--- config.mk ---
export PLATFORM = sky130hd
export DESIGN_NAME = add8_sweep_stats
export DESIGN_NICKNAME = d
export VERILOG_FILES = /design/src/rtl/add8_sweep_stats.sv
export SDC_FILE = /design/constraint.sdc
export NUM_CORES = 1
export LEC_CHECK = 0
export ABC_CLOCK_PERIOD_IN_PS = 17300
export BUFFER_PORTS_ARGS = -buffer_cell sky130_fd_sc_hd__buf_2
export CORE_ASPECT_RATIO = 1.25
export CORE_MARGIN = 5
export CORE_UTILIZATION = 40
export CTS_CLUSTER_SIZE = 24
export DETAILED_ROUTE_END_ITERATION = 10
export GPL_TIMING_DRIVEN = 0
export SLEW_MARGIN = 20
export SYNTH_ARGS = -nofsm -noshare
export SYNTH_HDL_FRONTEND = slang
export SYNTH_SLANG_ARGS = --single-unit
--- constraint.sdc ---
create_clock -name clk -period 17.3 [get_ports clk]
set_input_delay 2.595 -clock clk [delete_from_list [all_inputs] [get_ports clk]]
set_output_delay 2.595 -clock clk [all_outputs]
set_load 0.005 [all_outputs]
--- src/rtl/add8_sweep_stats.sv ---
// Exhaustive 8-bit adder sweeper. It presents all 65536 (A, B) operand pairs,
// lines each pair's exact sum up with the adder result DUT_LAT cycles later,
// and accumulates absolute/squared error totals, worst-case error and the
// count of erroneous samples.
module add8_sweep_stats #(
  parameter int DUT_LAT = 0
) (
  input  logic        clk,
  input  logic        rst,
  input  logic        start,
  output logic [7:0]  A_o,
  output logic [7:0]  B_o,
  input  logic [8:0]  O_i,
  output logic        busy,
  output logic        done,
  output logic [24:0] err_sum,
  output logic [33:0] sq_sum,
  output logic [8:0]  wce,
  output logic [16:0] err_cnt
);

  localparam int DEPTH = DUT_LAT + 1;

  typedef enum logic [1:0] {IDLE, SWEEP, DRAIN, DONE} state_t;

  state_t      state, state_nx;
  logic [15:0] cnt;
  logic [DEPTH-1:0] vld;
  logic [8:0]  ex [DEPTH];

  logic        launch;
  logic        issue;
  logic [8:0]  issue_ex;
  logic        tap_vld;
  logic [8:0]  tap_ex;
  logic        pending;
  logic [8:0]  d;
  logic [17:0] d_sq;

  // Issue side: what enters the delay line this cycle, and the error of the tap.
  always_comb begin
    launch   = ((state == IDLE) || (state == DONE)) && start;
    issue    = launch || (state == SWEEP);
    issue_ex = launch ? 9'd0 : ({1'b0, cnt[7:0]} + {1'b0, cnt[15:8]});
    tap_vld  = vld[DEPTH-1];
    tap_ex   = ex[DEPTH-1];
    pending  = 1'b0;
    for (int unsigned i = 0; i + 1 < DEPTH; i++) pending = pending | vld[i];
    d        = (tap_ex >= O_i) ? (tap_ex - O_i) : (O_i - tap_ex);
    d_sq     = {9'd0, d} * {9'd0, d};
  end

  // Next-state logic; DRAIN ends on the edge that accumulates the last tap.
  always_comb begin
    state_nx = state;
    case (state)
      IDLE:    if (launch) state_nx = SWEEP;
      SWEEP:   if (cnt == 16'hFFFF) state_nx = DRAIN;
      DRAIN:   if (tap_vld && !pending) state_nx = DONE;
      DONE:    if (launch) state_nx = SWEEP;
      default: state_nx = IDLE;
    endcase
  end

  // State register plus registered status flags.
  always_ff @(posedge clk or posedge rst) begin
    if (rst) begin
      state <= IDLE;
      busy  <= 1'b0;
      done  <= 1'b0;
    end else begin
      state <= state_nx;
      busy  <= (state_nx == SWEEP) || (state_nx == DRAIN);
      done  <= (state_nx == DONE);
    end
  end

  // Operand generator: pair 0 is driven at the launch edge, then cnt walks on.
  always_ff @(posedge clk or posedge rst) begin
    if (rst) begin
      cnt <= '0;
      A_o <= '0;
      B_o <= '0;
    end else if (launch) begin
      cnt <= 16'd1;
      A_o <= '0;
      B_o <= '0;
    end else if (state == SWEEP) begin
      cnt <= cnt + 16'd1;
      A_o <= cnt[7:0];
      B_o <= cnt[15:8];
    end
  end

  // Valid / exact-sum delay line matching the adder latency.
  always_ff @(posedge clk or posedge rst) begin
    if (rst) begin
      vld <= '0;
      for (int unsigned i = 0; i < DEPTH; i++) ex[i] <= '0;
    end else begin
      vld[0] <= issue;
      ex[0]  <= issue_ex;
      for (int unsigned i = 1; i < DEPTH; i++) begin
        vld[i] <= vld[i-1];
        ex[i]  <= ex[i-1];
      end
    end
  end

  // Error statistics: cleared on launch, updated whenever the tap is valid.
  always_ff @(posedge clk or posedge rst) begin
    if (rst) begin
      err_sum <= '0;
      sq_sum  <= '0;
      wce     <= '0;
      err_cnt <= '0;
    end else if (launch) begin
      err_sum <= '0;
      sq_sum  <= '0;
      wce     <= '0;
      err_cnt <= '0;
    end else if (tap_vld) begin
      err_sum <= err_sum + {16'd0, d};
      sq_sum  <= sq_sum + {16'd0, d_sq};
      if (d > wce) wce <= d;
      err_cnt <= err_cnt + {16'd0, (d != 9'd0)};
    end
  end

endmodule

==> results of run 1 <==
-- placed cells by master (no fill, tap or decap), drive strengths merged, types with 7 or more instances in the layout --
| cell type | count |
|---|---|
| mux2i | 41 |
| nand3 | 24 |
| xor2 | 31 |
| and2 | 8 |
| nor2 | 152 |
| clkbuf | 47 |
| a21oi | 65 |
| nor2b | 9 |
| buf | 125 |
| nand4 | 19 |
| ha | 92 |
| inv | 166 |
| fa | 49 |
| xnor2 | 43 |
| o21ai | 36 |
| o21bai | 9 |
| a211oi | 13 |
| o21a | 7 |
| or3 | 21 |
| nor3 | 24 |
| nand2 | 58 |
| a21o | 16 |
| dfrtp | 131 |
| and3 | 10 |
-- Yosys cell counts (10+ instances only) --
library cell    n
inv_1         158
nor2_1        152
dfrtp_1       131
ha_1           92
a21oi_1        63
nand2_1        57
fa_1           49
mux2i_1        41
xnor2_1        40
o21ai_0        33
xor2_1         30
clkbuf_1       26
nand3_1        24
nor3_1         21
or3_1          21
nand4_1        19
a21o_1         16
a211oi_1       11
and3_1         10
-- worst reg2reg max path, delay by kind of cell (launching register included) --
kind / cells / cell delay, ns
AOI/OAI and AO/OA: 11 / 2.73
xor gates and xnor gates: 3 / 0.89
adders and majority gates: 7 / 2.88
buffers and inverters: 4 / 0.19
DFF: 1 / 0.38
muxes: 1 / 0.12
and+or+nand+nor: 6 / 0.96
-- routing by layer --
metal	global-route usage [%]	share of wire (%)	vias to the layer above
li1	-	-	4017
met1	22.3	43	3951
met2	31.3	50	148
met3	4.25	4.2	36
met4	6.07	2.7	0
met5	0	0	-
-- registers in the layout, summed over array words and instances (netlist names) --
name	count
sq_sum	34
cnt	16
tap_vld	1
A_o	8
done	1
err_sum	25
err_cnt	17
state	2
ex	9
busy	1
wce	9
B_o	8
-- cell type report --
class,instances,area [um^2],area share [%]
multi-input combinational,793,6180,52.3
sequential,131,3280,27.8
inverter,163,619,5.25
timing repair buffer,115,598,5.07
clock buffer,20,457,3.87
tap,335,419,3.55
buffer,37,160,1.36
clock inverter,12,98.8,0.837
-- per-stage QoR --
stage / hold slack [ns] / area (um^2) / worst slack, ns
2_1_floorplan: 0.511 / 10200 / 7.81
3_3_place_gp: 0.502 / 11200 / 6.66
3_5_place_dp: 0.511 / 11300 / 6.65
4_1_cts: 0.526 / 11800 / 7.08
5_1_grt: 0.545 / 11800 / 6.65
6_report: 0.520 / 11800 / 7.09
-- final timing paths --
path	from	to	slack [ns]	depth (start not counted)
worst max-delay path	O_i[0]	sq_sum[33]	7.09	32
worst min-delay path	A_o[3]	A_o[3]	0.52	2
worst max register to register	ex[0]	sq_sum[33]	9.03	32
worst min register to register	A_o[3]	A_o[3]	0.52	2
max in group asynchronous	rst	wce[0]	14.38	3
min in group asynchronous	rst	sq_sum[23]	2.15	2
-- kinds of logic after synthesis --
kind of cell               after synthesis  share of synthesized area (%)
AOI/OAI and AO/OA                      181                           12.0
xor gates and xnor gates                74                           6.74
adders and majority gates              141                           20.8
buffers and inverters                  200                           7.55
DFF                                    131                           32.1
muxes                                   43                           4.27
and+or+nand+nor                        354                           16.6
==> run summary, run 1 <==
Status: completed
Initial core utilization: 40.6%
Largest net degree at the start of global routing: 91
Die ar.: 28900 um^2
Fillers: 2453
Seq/Total Area, Yosys: 32.1%
CTS Hold Bufs: 0
TNS Setup: 0 ns
Required time of the critical path: 17.58 ns
Fin nets: 1411
Synth cell types: 71
Area leader, netlist: dfrtp_1
Post-layout util: 46.8%
Worst-path clk slew: 0.06 ns
Final Skew: 0.00905 ns
Cts repair resizes: 0
Tcrit/Tclk final: 59.0%
Crit path kind: in -> reg
Die width: 153 um
CP max stage cell: a2111oi_4
Max Freq: 98.0 MHz
Initial antenna violation count: 0
Placed insts: 1574
Drt initial violations: 457
Setup-failing EPs final: 0
Yosys Warn Count: 0
Cell count after synthesis: 1124
Overflow after GRT: 0
Drc violations: 0
Synth top area cells: dfrtp_1 (32%), ha_1 (11%), fa_1 (9.6%)
Startpoint types: input port
Core area: 25200 um^2
Hold Crit Class: reg -> reg
HPWL Detailed: 19600 um
CP endpoint kind: flip-flop
Drt total wl: 25200 um
CP peak stage delay: 0.58 ns
Crit path time final: 10.21 ns
Post-Layout Cell Count: 1606
Final hold violations: 0
Routability cong.: 0.843
First-pass detailed-route iteration total: 4
Final ANT Viol Nets: 0
Worst path bufs/invs: 5
Worst path arrival time: 10.48 ns
Post-CTS Setup Inserts: 0
CTS root buf: clkbuf_16
Synth-to-Final Area Change: 15.5%
Unrepaired setup endpoints after global routing: false
Vias in the first global route: 8365
Slew headroom: 37.5%
Max Cap Viol: 0
Worst-margin pin slew: 0.938 ns
Share of cells above drive strength 1: 14.7%
Tot GR Track Use: 18.1%
CP delay by family, top: adder cells
Synthesized Nets: 1277
I/O pin cnt: 115
Number of vias per cell: 5.08
Syn Std Cell Area: 10200 um^2
Yosys reg bits: 131
Diodes inserted: 0
Post-synth top area share: 32.1%
Port bufs: 114
Clock sink total: 131
Wirelength per Cell: 15.7 um
Die Y: 189 um
H-tree depth: 4
CP max FO: 10
Slew Viols, Final: 0
CTS tree: built
First-pass GRT wire length: 42400 um
Main synth FF type: dfrtp_1
Total vias in the final route: 8152
Clock tree buffer depth: 2
Clk_lat worst skew: 0.43 ns
Async S/R FF share, synth: 100%
Rows: 65
Synthesized area per cell: 9.10 um^2
Post-synth EDFFs: 0
TritonCTS Buffers: 17
Power of run 1 is not shown: default switching activity piles up to over one toggle a cycle in this logic, so the estimate is an artifact.
==> run 2: changes to the inputs <==
--- a/config.mk
+++ b/config.mk
@@ -5,7 +5,7 @@
 export SDC_FILE = /design/constraint.sdc
 export NUM_CORES = 1
 export LEC_CHECK = 0
-export ABC_CLOCK_PERIOD_IN_PS = 17300
+export ABC_CLOCK_PERIOD_IN_PS = 8700
 export BUFFER_PORTS_ARGS = -buffer_cell sky130_fd_sc_hd__buf_2
 export CORE_ASPECT_RATIO = 1.25
 export CORE_MARGIN = 5
==> constraint.sdc (replaced) <==
create_clock -name clk -period 8.7 [get_ports clk]
set_input_delay 1.305 -clock clk [delete_from_list [all_inputs] [get_ports clk]]
set_output_delay 1.305 -clock clk [all_outputs]
set_load 0.005 [all_outputs]
==> run summary, run 2 (synthesis results as in run 1) <==
Final ANT Viol Nets: 0
Required time of the critical path: 8.99 ns
Slew headroom: 37.1%
Vias in the first global route: 8367
Initial core utilization: 40.6%
CTS tree: built
Final hold violations: 0
Overflow after GRT: 0
HPWL Detailed: 19600 um
First-pass GRT wire length: 42400 um
Initial antenna violation count: 0
Synth-to-Final Area Change: 16.5%
Tcrit/Tclk final: 95.3%
Most frequent cells in the layout: inv_1 (155), nor2_1 (151), dfrtp_1 (131)
Port bufs: 114
Total vias in the final route: 8180
CTS Hold Bufs: 0
Crit path time final: 8.29 ns
Max Cap Viol: 0
Largest net degree at the start of global routing: 91
CP endpoint kind: flip-flop
Drt total wl: 25300 um
Clock sink total: 131
Status: completed
Fin nets: 1419
Final Skew: 0.0106 ns
Clock tree buffer depth: 2
Number of vias per cell: 5.07
CP peak stage delay: 0.54 ns
CP max stage cell: fa_1
CP max FO: 8
TNS Setup: 0 ns
Die width: 153 um
Tot GR Track Use: 18.1%
Rows: 65
Routability cong.: 0.843
Worst-path clk slew: 0.06 ns
Slew Viols, Final: 0
Drc violations: 0
Setup-failing EPs final: 0
Drt initial violations: 457
Worst-margin pin slew: 0.943 ns
Unrepaired setup endpoints after global routing: false
Largest registers: sq_sum (34), err_sum (25), err_cnt (17)
I/O pin cnt: 115
Die ar.: 28900 um^2
First-pass detailed-route iteration total: 4
Worst path arrival time: 8.58 ns
Core area: 25200 um^2
Wirelength per Cell: 15.7 um
Diodes inserted: 0
Hold Crit Class: reg -> reg
Startpoint types: input port
Crit path kind: in -> reg
Clk_lat worst skew: 0.43 ns
Die Y: 189 um
Max reg flops: 34
Commonest non-fill, non-tap cell in the layout: inv_1
Share of cells above drive strength 1: 15.8%
Reg with most FFs: sq_sum
H-tree depth: 4
Max Freq: 121 MHz
CTS root buf: clkbuf_16
TritonCTS Buffers: 17
## run 2: area by class of cell
class,count,area (um^2)
fill,2447,13300
multi-input combinational,793,6220
tap,335,419
sequential,131,3280
clock inverter,12,98.8
timing repair buffer,123,658
buffer,37,160
clock buffer,20,457
inverter,163,623
## run 2: metrics by stage
step / cells / hold WS (ns) / util [%] / setup WS (ns) / area (um^2)
2_1_floorplan: 1124 / 0.511 / - / 0.504 / 10200
5_1_grt: 1614 / 0.545 / 47.3 / 0.00629 / 11900
3_5_place_dp: 1574 / 0.511 / 44.6 / -0.663 / 11300
3_3_place_gp: 1573 / 0.502 / 44.5 / -0.649 / 11200
4_1_cts: 1609 / 0.526 / 46.9 / 0.0772 / 11800
6_report: 1614 / 0.519 / 47.3 / 0.410 / 11900
## run 2: worst paths after layout
check	from	endpoint	slack (ns)	depth (start not counted)
max	O_i[0]	sq_sum[27]	0.41	33
min	A_o[3]	A_o[3]	0.52	2
max reg2reg	ex[0]	sq_sum[27]	1.04	33
min reg2reg	A_o[3]	A_o[3]	0.52	2
max in group asynchronous	rst	ex[0]	7.07	3
min in group asynchronous	rst	sq_sum[24]	0.86	2
## run 2: metal layers
layer	wire (um)	GRT usage, %	share of wire, %
met1	10800	22.4	43
met2	12600	31.3	50
met3	1160	4.25	4.6
met4	704	6.07	2.8
met5	0	0	0
## run 2: repair_timing
action,CTS,global route
cloned,0,0
buffers inserted,3,5
endpoints found under the setup margin,15,16
gates resized for setup,0,11
pin swaps,2,5
## run 2: critical path, delay by kind of cell
kind	cells	cell delay, ns
buf+inv	6	0.54
compound gates	10	2.34
xor+xnor	3	0.63
fa+ha+maj	7	2.81
simple gates	6	0.84
mux	1	0.12
Power of run 2 is left out for the same reason.
